File: config.mk
export PLATFORM = sky130hd
export DESIGN_NAME = reaction_arbiter
export DESIGN_NICKNAME = d
export VERILOG_FILES = /design/src/rtl/reaction_arbiter_pkg.sv /design/src/rtl/reaction_arbiter_button_conditioner.sv /design/src/rtl/reaction_arbiter.sv
export SDC_FILE = /design/constraint.sdc
export NUM_CORES = 1
export LEC_CHECK = 0
export BUFFER_PORTS_ARGS = -buffer_cell sky130_fd_sc_hd__clkbuf_2
export CAP_MARGIN = 20
export CORE_MARGIN = 1.5
export CORE_UTILIZATION = 40
export DETAILED_ROUTE_END_ITERATION = 10
export GPL_TIMING_DRIVEN = 0
export PLACE_DENSITY = 0.59
export SETUP_SLACK_MARGIN = 0.15
export SLEW_MARGIN = 20
export SYNTH_ARGS = -nofsm -noshare
export SYNTH_HDL_FRONTEND = slang
export SYNTH_SLANG_ARGS = --single-unit
export TNS_END_PERCENT = 1
File: constraint.sdc
create_clock -name clk -period 1.5 [get_ports clk]
set_clock_uncertainty 0.05 [all_clocks]
set_input_delay 0.45 -clock clk [delete_from_list [all_inputs] [get_ports clk]]
set_output_delay 0.45 -clock clk [all_outputs]
set_load 0.005 [all_outputs]
File: src/rtl/reaction_arbiter_pkg.sv
// reaction_arbiter_pkg
//   Shared encodings for the reaction-game arbiter: FSM state type and the
//   2-bit result codes that drive the result LEDs.
package reaction_arbiter_pkg;

   typedef enum logic [1:0] {
      WAIT_CD = 2'd0,
      RACE    = 2'd1,
      DONE    = 2'd2
   } arb_state_t;

   localparam logic [1:0] RES_NONE = 2'b00;
   localparam logic [1:0] RES_P1   = 2'b01;
   localparam logic [1:0] RES_P2   = 2'b10;
   localparam logic [1:0] RES_TIE  = 2'b11;

   // Result for a decision where p1/p2 are the press events seen that cycle.
   // In a false start the opponent of the single presser wins; a double
   // false start has no winner.
   function automatic logic [1:0] decide(input logic p1, input logic p2,
                                         input logic false_start);
      logic [1:0] res;
      res = RES_NONE;
      if (p1 && p2)
         res = false_start ? RES_NONE : RES_TIE;
      else if (p1)
         res = false_start ? RES_P2 : RES_P1;
      else if (p2)
         res = false_start ? RES_P1 : RES_P2;
      return res;
   endfunction

endpackage

File: src/rtl/reaction_arbiter_button_conditioner.sv
// reaction_arbiter_button_conditioner
//   Synchronizer + debouncer + rising-edge pulse for one raw player button.
//   Pad-to-press_evt latency is SYNC_STAGES+DEBOUNCE_COUNT cycles.
// Ports:
//   clk        system clock
//   reset      synchronous, active-low reset
//   btn_in     raw asynchronous button, active-high
//   press_evt  1-cycle pulse on a debounced 0->1 transition
module reaction_arbiter_button_conditioner #(
   parameter int SYNC_STAGES    = 2,
   parameter int DEBOUNCE_COUNT = 12000
) (
   input  logic clk,
   input  logic reset,
   input  logic btn_in,
   output logic press_evt
);

   localparam int CW = $clog2(DEBOUNCE_COUNT);
   localparam logic [CW-1:0] CNT_TC = CW'(DEBOUNCE_COUNT - 1);

   logic [SYNC_STAGES-1:0] sync_q;
   logic                   synced;
   logic                   stable_q;
   logic [CW-1:0]          cnt_q;

   assign synced = sync_q[SYNC_STAGES-1];

   always_ff @(posedge clk) begin
      if (!reset) begin
         sync_q    <= '0;
         stable_q  <= 1'b0;
         cnt_q     <= '0;
         press_evt <= 1'b0;
      end else begin
         sync_q    <= {sync_q[SYNC_STAGES-2:0], btn_in};
         press_evt <= 1'b0;
         // Any return to the stable level restarts the stability window.
         if (synced == stable_q) begin
            cnt_q <= '0;
         end else if (cnt_q == CNT_TC) begin
            stable_q  <= synced;
            cnt_q     <= '0;
            press_evt <= synced;
         end else begin
            cnt_q <= cnt_q + CW'(1);
         end
      end
   end

endmodule

File: src/rtl/reaction_arbiter.sv
// reaction_arbiter
//   Decides the winner of the reaction game from the countdown done level and
//   the two player buttons. The result is latched until reset.
//   Optional feature macro: ARB_TIMEOUT_EN (RACE gives up with no winner after
//   TIMEOUT_COUNT cycles; otherwise RACE waits forever and timeout_out is 0).
// Ports:
//   clk              system clock
//   reset            synchronous, active-low reset
//   cd_done_in       countdown finished (level)
//   btn_p1_in        player 1 raw button, active-high
//   btn_p2_in        player 2 raw button, active-high
//   done_out         game decided, result_out valid
//   result_out       00 none, 01 P1, 10 P2, 11 tie
//   false_start_out  decision caused by an early press
//   timeout_out      decision caused by a timeout
//
// state   | meaning
// WAIT_CD | countdown running; any press is a false start
// RACE    | countdown over; first press wins
// DONE    | result latched until reset
module reaction_arbiter
   import reaction_arbiter_pkg::*;
#(
   parameter int CLOCK_FREQ     = 12000000,
   parameter int SYNC_STAGES    = 2,
   parameter int DEBOUNCE_COUNT = CLOCK_FREQ / 1000,
   parameter int TIMEOUT_COUNT  = CLOCK_FREQ * 3
) (
   input  logic       clk,
   input  logic       reset,
   input  logic       cd_done_in,
   input  logic       btn_p1_in,
   input  logic       btn_p2_in,
   output logic       done_out,
   output logic [1:0] result_out,
   output logic       false_start_out,
   output logic       timeout_out
);

   if (CLOCK_FREQ < 1 || SYNC_STAGES < 2 || DEBOUNCE_COUNT < 2 || TIMEOUT_COUNT < 2) begin : g_bad_param
      $error("reaction_arbiter: illegal parameter value");
   end

   logic p1_evt, p2_evt;

   reaction_arbiter_button_conditioner #(
      .SYNC_STAGES   (SYNC_STAGES),
      .DEBOUNCE_COUNT(DEBOUNCE_COUNT)
   ) u_cond_p1 (
      .clk      (clk),
      .reset    (reset),
      .btn_in   (btn_p1_in),
      .press_evt(p1_evt)
   );

   reaction_arbiter_button_conditioner #(
      .SYNC_STAGES   (SYNC_STAGES),
      .DEBOUNCE_COUNT(DEBOUNCE_COUNT)
   ) u_cond_p2 (
      .clk      (clk),
      .reset    (reset),
      .btn_in   (btn_p2_in),
      .press_evt(p2_evt)
   );

   arb_state_t state_q, state_d;
   logic [1:0] result_q, result_d;
   logic       done_q, done_d;
   logic       fs_q, fs_d;
   logic       any_evt;

   assign any_evt = p1_evt | p2_evt;

`ifdef ARB_TIMEOUT_EN
   localparam int TW = $clog2(TIMEOUT_COUNT);
   localparam logic [TW-1:0] TMO_TC = TW'(TIMEOUT_COUNT - 1);

   logic [TW-1:0] tmo_cnt_q;
   logic          to_q, to_d;

   // Held at zero outside RACE, so it is cleared on RACE entry.
   always_ff @(posedge clk) begin
      if (!reset || state_q != RACE)
         tmo_cnt_q <= '0;
      else
         tmo_cnt_q <= tmo_cnt_q + TW'(1);
   end

   assign timeout_out = to_q;
`else
   assign timeout_out = 1'b0;
`endif

   always_comb begin
      state_d  = state_q;
      result_d = result_q;
      done_d   = done_q;
      fs_d     = fs_q;
`ifdef ARB_TIMEOUT_EN
      to_d     = to_q;
`endif
      case (state_q)
         WAIT_CD: begin
            // A press on the cycle the countdown ends still counts as early.
            if (any_evt) begin
               state_d  = DONE;
               done_d   = 1'b1;
               fs_d     = 1'b1;
               result_d = decide(p1_evt, p2_evt, 1'b1);
            end else if (cd_done_in) begin
               state_d = RACE;
            end
         end
         RACE: begin
            if (any_evt) begin
               state_d  = DONE;
               done_d   = 1'b1;
               result_d = decide(p1_evt, p2_evt, 1'b0);
            end
`ifdef ARB_TIMEOUT_EN
            else if (tmo_cnt_q == TMO_TC) begin
               state_d  = DONE;
               done_d   = 1'b1;
               to_d     = 1'b1;
               result_d = RES_NONE;
            end
`endif
         end
         DONE:    state_d = DONE;
         default: state_d = WAIT_CD;
      endcase
   end

   always_ff @(posedge clk) begin
      if (!reset) begin
         state_q  <= WAIT_CD;
         result_q <= RES_NONE;
         done_q   <= 1'b0;
         fs_q     <= 1'b0;
`ifdef ARB_TIMEOUT_EN
         to_q     <= 1'b0;
`endif
      end else begin
         state_q  <= state_d;
         result_q <= result_d;
         done_q   <= done_d;
         fs_q     <= fs_d;
`ifdef ARB_TIMEOUT_EN
         to_q     <= to_d;
`endif
      end
   end

   assign done_out        = done_q;
   assign result_out      = result_q;
   assign false_start_out = fs_q;

endmodule

==> metrics.yaml <==
max_cap_viol_count: 0
synth_area_per_cell_sq_um: 9.10
clock_sinks: 42
routedWlPerCell_microns: 11.4
min_path_type: "primary input to flop"
fin_crit_ns: 1.43
synth_nets: 213
yosys_warnings: 0
p_total_mw: 2.22
h-tree-depth: 2
start_util: 0.421
r2r_cells: 3
worstSetupPathType: "flop to flop"
leakagePower_nw: 0.829
period_share: 0.950
syn_inst: 203
finalMaxSlewViolations: 0
antenna_found_initial: 0
area_growth_pct: 22.2
fillers: 411
ant_nets: 0
routabilityCongestion: 0.731
crit_required_ns: 1.68
final_common_cell: "dfxtp_1"
port-buffer-count: 8
die_area_sq_um: 5030
nets: 243
overflow: 0
arrival_ns: 1.60
cts_max_path_buffers: 2
routed_wl_microns: 3250
holdBufCountCts: 0
io_pins: 10
grt_max_degree: 13
endpoint_kind: "flop"
placementRows: 24
firstDrtPassIters: 4
start_kind: "flop"
rsz0062_at_grt: "yes"
viasPerCell: 4.94
ys_ff_latch: 42
drc: 0
layout_common_cells: "35 x dfxtp_1, 32 x nor2_1, 17 x buf_4, 15 x xor2_1, 12 x nand2_1"
clkSlewWorstSetupHoldPaths_ns: 0.08
drt_iter0_markers: 62
power_density_nw_per_um2: 982
max_freq_mhz: 701
diodes: 0
syn_area_sq_um: 1850
root_buffer: "clkbuf_8"
drive_gt1_frac: 0.244
die_h_microns: 70.9
dp_hpwl_microns: 2100
setup_viol: 0
vias: 1412
whs_ns: 0.311
synth_top_area_share: 0.455
ir_drop_v: 0.000468
synthTopCellsByArea: "dfxtp_1 46%, xor2_1 7.1%, nor2_1 6.5%, xnor2_1 4.7%, nand4_1 3.7%"
worstHoldPathCells: 2
crit_path_max_fanout: 5
yosysSeqAreaShare: 0.455
hold_viol_final: 0
grt_usage: 0.143
coreArea_sq_um: 4380
yosysTopAreaCell: "dfxtp_1"
grt_pass1_vias: 1317
yosysUniqueCellTypes: 35
grt_pass1_wl_microns: 5730
cts_tree: "built"
cts_buffers: 5
clk_latency_ns: 0.29
die_w_microns: 70.9
outcome: "finished clean"
## per-stage QoR
| step | area, sq um | TNS, ns | util | std cells | setup WS, ns |
|---|---|---|---|---|---|
| finish | 2260 | 0 | 0.515 | 286 | 0.0745 |
| global route | 2260 | -0.00902 | 0.515 | 286 | -0.00902 |
| CTS | 2230 | 0 | 0.509 | 284 | 0.0777 |
| detailed placement | 2000 | -0.424 | 0.455 | 263 | -0.0455 |
| global placement | 2000 | -0.470 | 0.455 | 263 | -0.0476 |
| floorplan | 1890 | 0 | - | 203 | 0.126 |
## critical path, cell delays in order, from the launching register on
cell	delay (ns)
dfxtp_1	0.46
nand3_1	0.19
or4_4	0.51
a21oi_2	0.15
## worst paths after layout
kind	start	to	slack (ns)
setup / recovery	u_cond_p2.cnt_q[8]	u_cond_p2.cnt_q[13]	0.07
hold / removal	btn_p2_in	u_cond_p2.sync_q[0]	0.31
setup reg to reg	u_cond_p2.cnt_q[8]	u_cond_p2.cnt_q[13]	0.07
hold reg to reg	u_cond_p2.sync_q[0]	u_cond_p2.sync_q[1]	0.39
## flip-flops by register name, indices dropped and copies added (netlist names), 2 cells and up
register and cells:
result_out 2, state_q 2, u_cond_p1.cnt_q 14, u_cond_p1.sync_q 2, u_cond_p2.cnt_q 14, u_cond_p2.sync_q 2
## routing by layer
metal	routed length, microns	global-route usage	part of all wire
met5	0	0	0
met4	17	0.0440	0.0052
met3	120	0.0556	0.037
met2	1480	0.224	0.45
met1	1640	0.182	0.50
## Yosys cell counts, drive strengths merged
library cell / number
nor2b: 3
a21oi: 5
nor3: 6
nand3: 13
o31ai: 1
nand2b: 1
inv: 8
conb: 1
o21a: 2
and3: 5
mux2i: 3
nor4b: 2
and2: 6
o211ai: 1
or4: 1
xor2: 15
o21ai: 2
clkbuf: 2
nor2: 32
xnor2: 10
a21boi: 1
nor4: 2
nand2: 12
a221o: 2
dfxtp: 42
nand4: 11
and4: 4
buf: 5
ha: 5
## layout make-up
class | count | area [sq um] | share of cell area
clock inverter | 1 | 30.0 | 0.0133
inverter | 8 | 30.0 | 0.0133
tap | 52 | 65.1 | 0.0288
clock buffer | 7 | 76.3 | 0.0338
timing repair buffer | 23 | 153 | 0.0676
sequential | 42 | 860 | 0.381
multi-input combinational | 146 | 983 | 0.436
buffer | 7 | 60.1 | 0.0266
## timing repair
item,CTS,global route
hold endpoints to repair,0,0
setup buffers,13,2
resized for setup,10,3
pin swaps,6,4
endpoints found under the setup margin,33,35
## kinds of logic (layout without fill, tap and decap cells)
| family | count (synthesis) | in the layout | synth area share |
|---|---|---|---|
| and+or+nand+nor | 98 | 98 | 0.281 |
| DFF | 42 | 42 | 0.455 |
| xor gates and xnor gates | 25 | 25 | 0.119 |
| buffers and inverters | 15 | 46 | 0.0413 |
| AOI/OAI and AO/OA | 14 | 14 | 0.0522 |
| adders and majority gates | 5 | 5 | 0.0339 |
| muxes | 3 | 3 | 0.0163 |
| other | 1 | 1 | 0.00203 |
## report_power, final
part	switching, mW	internal (mW)	leakage [nW]	total, mW
logic	0.104	0.0932	0.433	0.197
clock network	0.377	0.498	0.0524	0.876
registers	0.0140	1.13	0.344	1.14
total	0.495	1.72	0.829	2.22
(Power assumes the default switching activity.)
